===== src/rtl/guess_solver.sv =====
// Automatic binary-search player for the number-guessing game.
// It drives guesses into the game datapath and reads back the compare flags.
//
// state | meaning
// IDLE  | waiting for i_start after reset
// GUESS | o_submit strobe; compare flags sampled, range narrowed
// CHECK | datapath counter settled; decide whether to stop or guess again
// DONE  | result held until the next i_start
module guess_solver #(
   parameter int W     = 8,
   parameter int CNT_W = 4
) (
   input  logic             clk,
   input  logic             reset,
   input  logic             i_start,
   input  logic             i_over,
   input  logic             i_under,
   input  logic             i_equal,
   input  logic             i_out_of_guesses,
   output logic [W-1:0]     o_guess,
   output logic             o_submit,
   output logic             o_busy,
   output logic             o_done,
   output logic             o_found,
   output logic             o_error,
   output logic [CNT_W-1:0] o_num_guesses
);

   typedef enum logic [1:0] {IDLE, GUESS, CHECK, DONE} state_t;

   state_t           state, state_n;
   logic [W-1:0]     lo, hi, lo_n, hi_n;
   logic             found, error, found_n, error_n;
   logic [CNT_W-1:0] count, count_n;
   logic [W:0]       sum;

   // Extra bit keeps the midpoint correct when lo + hi exceeds the W-bit range
   assign sum     = {1'b0, lo} + {1'b0, hi};
   assign o_guess = sum[W:1];

   assign o_submit      = (state == GUESS);
   assign o_busy        = (state == GUESS) || (state == CHECK);
   assign o_done        = (state == DONE);
   assign o_found       = (state == DONE) && found;
   assign o_error       = (state == DONE) && error;
   assign o_num_guesses = count;

   always_ff @(posedge clk or posedge reset) begin
      if (reset) begin
         state <= IDLE;
         lo    <= '0;
         hi    <= '1;
         found <= 1'b0;
         error <= 1'b0;
         count <= '0;
      end else begin
         state <= state_n;
         lo    <= lo_n;
         hi    <= hi_n;
         found <= found_n;
         error <= error_n;
         count <= count_n;
      end
   end

   always_comb begin
      state_n = state;
      lo_n    = lo;
      hi_n    = hi;
      found_n = found;
      error_n = error;
      count_n = count;
      case (state)
         IDLE, DONE: begin
            if (i_start) begin
               lo_n    = '0;
               hi_n    = '1;
               found_n = 1'b0;
               error_n = 1'b0;
               count_n = '0;
               state_n = i_out_of_guesses ? DONE : GUESS;
            end
         end
         GUESS: begin
            count_n = (count == '1) ? count : count + CNT_W'(1);
            state_n = CHECK;
            if ({i_over, i_under, i_equal} == 3'b001) begin
               lo_n    = o_guess;
               hi_n    = o_guess;
               found_n = 1'b1;
            end else if ({i_over, i_under, i_equal} == 3'b100) begin
               // Guess already at the low bound yet reported high: contradiction
               if (o_guess == lo) error_n = 1'b1;
               else               hi_n    = o_guess - W'(1);
            end else if ({i_over, i_under, i_equal} == 3'b010) begin
               if (o_guess == hi) error_n = 1'b1;
               else               lo_n    = o_guess + W'(1);
            end else begin
               error_n = 1'b1;
            end
         end
         CHECK: begin
            if (found || error || i_out_of_guesses) state_n = DONE;
            else                                    state_n = GUESS;
         end
         default: state_n = IDLE;
      endcase
   end

endmodule


===== config.mk =====
export PLATFORM = sky130hd
export DESIGN_NAME = guess_solver
export DESIGN_NICKNAME = d
export VERILOG_FILES = /design/src/rtl/guess_solver.sv
export SDC_FILE = /design/constraint.sdc
export NUM_CORES = 1
export LEC_CHECK = 0
export CAP_MARGIN = 20
export CORE_MARGIN = 1
export CORE_UTILIZATION = 30
export DETAILED_ROUTE_END_ITERATION = 16
export PLACE_DENSITY_LB_ADDON = 0.08
export SKIP_CTS_REPAIR_TIMING = 1
export SYNTH_ARGS = -nofsm -noshare
export SYNTH_HDL_FRONTEND = slang
export SYNTH_SLANG_ARGS = --single-unit

===== constraint.sdc =====
create_clock -name clk -period 5.22 [get_ports clk]
set_input_delay 1.044 -clock clk [delete_from_list [all_inputs] [get_ports clk]]
set_output_delay 1.044 -clock clk [all_outputs]
set_load 0.01 [all_outputs]

; ---- Yosys cells after proc, flatten, opt, wreduce, memory -nomap -nowiden
; Index checks and enable logic that the tools add are counted.
[classes]
n_addsub = 4
multipliers = 0
div_mod_pow = 0
magnitude_cmp = 0
n_eq_ne = 20
shift = 0
mux = 27
bitwise = 0
n_reduce_logical = 13
[ops]
columns = op, count
row1 = $mux W8, 9
row2 = $pmux W8 S2, 2
row3 = $eq A8 B8 Y1, 2
row4 = $reduce_and A5 Y1, 2
row5 = $add A8 B8 Y9, 1
row6 = $ne A3 B3 Y1 const B, 3
row7 = $add A8 B1 Y8 const B, 1
row8 = $mux W4, 2
row9 = $pmux W4 S2, 1
row10 = $sub A8 B1 Y8 const B, 1
row11 = $mux W1, 7
row12 = $mux W2, 3
row13 = $ne A2 B2 Y1 const B, 3
row14 = $ne A3 B1 Y1 const B, 2
row15 = $pmux W2 S3, 1
row16 = $reduce_and A3 Y1, 2
row17 = $add A4 B1 Y4 const B, 1
row18 = $eq A2 B2 Y1 const B, 2
row19 = $eq A4 B4 Y1 const B, 1
row20 = $ne A4 B3 Y1 const B, 1
row21 = $pmux W1 S2, 2
row22 = $reduce_and A4 Y1, 1
row23 = $eq A3 B1 Y1 const B, 1
row24 = $eq A3 B2 Y1 const B, 1
row25 = other kinds (9), 12
[word_totals]
register_bits = 24
latch_bits = 0
ramBits = 0
rom_bits = 0
input_bits = 7
output_inout_bits = 17
word_cells = 70
mem_count = 0

; ---- Logic depth before layout (Yosys ltp)
[logic_depth]
word_depth = 7
depth_mapped = 10
depth_no_buf = 10

; ---- Worst setup path before layout
; Ideal clock, no wire load.
[synth_timing]
path_kind = register to output
from = reg hi[1]
to = out o_guess[5]
t_arrival_ns = 2.045
required_time_ns = 4.176
setup_slack_ns = 2.131
stages_incl_launch_ff = 7
path_buffers = 0
path_cell_list = dfstp_2 > inv_1 > fa_1 > nor2b_1 > o21ai_1 > and2_1 > xnor2_1
[synth_via]
elab_chain_cells = 1
[synth_rtl]
columns = element, line
row1 = from (decl), 32  ; logic [W-1:0] lo, hi, lo_n, hi_n;
row2 = from (signal assigned), 59  ; hi <= hi_n;
row3 = $add A8 B8 Y9, 38  ; assign sum = {1'b0, lo} + {1'b0, hi};
row4 = to (decl), 20  ; output logic [W-1:0] o_guess,
; Every way passes these cells.

; ---- Worst setup path in the final report
; Ends and elaborated chain as after synthesis.

==> impl_results.md <==
* Clk pin slew, worst setup/hold paths at approximately 0.10 ns
* R2R Path Start: hi[1]$_DFFE_PP1P_
* Finish-stage setup viols at 0
* Worst slew margin at between 40% and 50%
* Gr usage total at 16.7%
* Final Max Tran Viols at 0
* Via/cell ratio at 5.23
* Worst Hold Class: reg2reg
* Fin crit share at 80.4%
* First-pass GRT wire length at 9890 µm
* ANT nets after route at 0
* Synth Net Count at about 280
* CTS root buf: clkbuf_8
* Htree depth at 1
* Vias in the first global route at 1,885
* Filler cells at 783
* Wire length on met1 at 3240 µm
* Syn avg cell area at 8.78 µm²
* CP cell instances: inv_1, fa_1, nor2b_1, o21ai_1, and2_1, xnor2_1, clkdlybuf4s50_1
* Register area share after synthesis at 27.2%
* Critical path class: reg2out
* CTS tree: yes
* Die X-Extent at just under 90 µm
* Gate Count Post-Synth at roughly 260
* Status: completed
* Synth Flop Type: dfrtp_1
* Synth area leader: dfrtp_1
* Routed WL at 6090 µm
* Min Tclk post-route at 4.20 ns
* CP Buf/Inv Count at 2
* Distinct cells, synth at 60
* Min-Delay Endpoint: hi[2]$_DFFE_PP1P_
* Grt ovf at 0
* Worst r2r path cells at 10
* Arrival time of the worst setup path at 3.15 ns
* Slew at the pin with the worst max-slew slack at ~0.88 ns
* Top routing layer used: met4
* Num Clock Sinks at 24
* Final Hold Fails at 0
* Routed length on met2 at 2680 µm
* Critical path startpoint category: flip-flop
* RSZ-0062 raised after global routing: no
* Total of warnings raised by yosys at 0
* Vias at 1,955
* Hold Crit Start: hi[2]$_DFFE_PP1P_
* Top Ports at 24
* Pin count of the biggest net entering global routing at 25
* Crit-path leading delay family: buffers and inverters
* Fin nets at slightly below 300
* Max cap viols at 0
* Worst EP required at approximately 4.2 ns
* WL met3 at 109 µm
* CP Max Fanout at 8
* Starting density of the core at 31.0%
* Core footprint at roughly 0.0073 mm²
* GPL Wtd Cong at approximately 0.83
* Setup crit end kind: primary output
* Die ar. at 0.00784 mm²
* Syn Std Cell Area at 0.00225 mm²
* Initial DRC count at 80
* R2R Path End: hi[0]$_DFFE_PP1P_
* TritonCTS Buffers at 3
* Row Count at 31
* Crit-path slowest cell: clkdlybuf4s50_1
* Worst Hold Path Cells at 1
* Slowest Stage Delay on Critical Path at roughly 0.67 ns
* DRC Markers at 0
* Synth top area share at 17.8%
* P&R area growth vs syn at 17.8%
* Layout cells sized above 1 at 8.00%
* Fin Setup TNS at 0 ns
* Port Buf Inserts at 23
* EDFF count, synth at 0
* Clk buf depth at 2
* Clock Skew at 0.00285 ns
* N_diodes at 0
* Drt pass-1 iters at 4
* Ys async rst share at 100%
* Die height at 88.6 µm
* Worst-Skew Late Latency at 0.28 ns
* #FFs+latches synth at 24
* Antenna violations before repair at 0
* Largest cells by area after synthesis: dfrtp_1, dfstp_2, ha_1
* Flop-to-flop setup slack at 1.66 ns
* Layout Utilization at 36.5%
* Fmax at 238 MHz
* DR WL/cell at 16.3 µm
* Post-DP HPWL at 4620 µm
-- cell usage in the layout, fill, tap and decap left out, types with 11 or more instances in the layout --
cell	instances
dfrtp_1	16
nor2_1	16
inv_1	19
o21ai_0	11
nor3_1	11
ha_1	14
nand2_1	16
clkdlybuf4s50_1	23
xnor2_1	20
a21oi_1	20
-- flip-flops by register name, indices dropped and copies added (netlist names) --
name / flops
hi: 8
found: 1
error: 1
lo: 8
o_num_guesses: 4
state: 2
-- routing by layer --
layer,track usage (%),vias to the layer above
met5,0,-
met4,2.35,0
met3,2.52,4
met2,25.7,26
met1,25.1,947
li1,-,978
-- Yosys cell counts, drive strengths merged, types with 3 or more instances --
cell and instances:
xor2 8, nand3 8, dfrtp 16, and3 3
inv 19, a31oi 3, o2111ai 3, ha 14
dfstp 8, clkbuf 6, buf 4, and2 5
nand4 4, a2bb2oi 7, nor2b 4, o2bb2ai 7
nand2 16, o31ai 3, nor2 16, o21ai 13
nor3 11, a21oi 21, xnor2 20
-- area by class of cell --
class / instances / area [µm²] / area share, %
Multi-Input combinational cell: 203 / 1520 / 57.3
Sequential cell: 24 / 611 / 23.1
Timing Repair Buffer: 25 / 253 / 9.54
Tap cell: 99 / 124 / 4.68
Inverter: 19 / 71.3 / 2.69
Clock buffer: 3 / 41.3 / 1.56
Clock inverter: 1 / 30.0 / 1.13
-- through the flow --
stage	hold slack [ns]	instance area, µm²	std cells	setup slack (ns)
floorplan	0.484	2250	256	2.13
global placement	0.510	2560	369	1.36
detailed placement	0.511	2560	369	1.30
CTS	0.529	2630	373	0.977
global route	0.540	2650	374	0.817
finish	0.526	2650	374	1.02
-- cell families (layout without fill, tap and decap cells) --
logic type	count (synthesis)	after routing	share of synthesized area, %
compound gates	77	77	26.0
mux	3	3	1.39
flops	24	24	27.2
fa+ha+maj	15	15	8.68
xor+xnor	31	31	14.0
buf+inv	29	48	5.29
simple gates	77	77	17.5
-- how the worst max path moves through the flow --
stage	slack (ns)	to	depth (start not counted)	from
detailed placement	1.30	o_guess[5]	7	hi[1]$_DFFE_PP1P_
floorplan	2.13	o_guess[5]	6	hi[1]$_DFFE_PP1P_
global route	0.82	o_guess[5]	7	hi[1]$_DFFE_PP1P_
CTS	0.98	o_guess[5]	7	hi[1]$_DFFE_PP1P_
global placement	1.36	o_guess[5]	7	hi[1]$_DFFE_PP1P_
finish	1.02	o_guess[5]	7	hi[1]$_DFFE_PP1P_
Power is not shown: default switching activity piles up to over one toggle a cycle in this logic, so the estimate is an artifact.
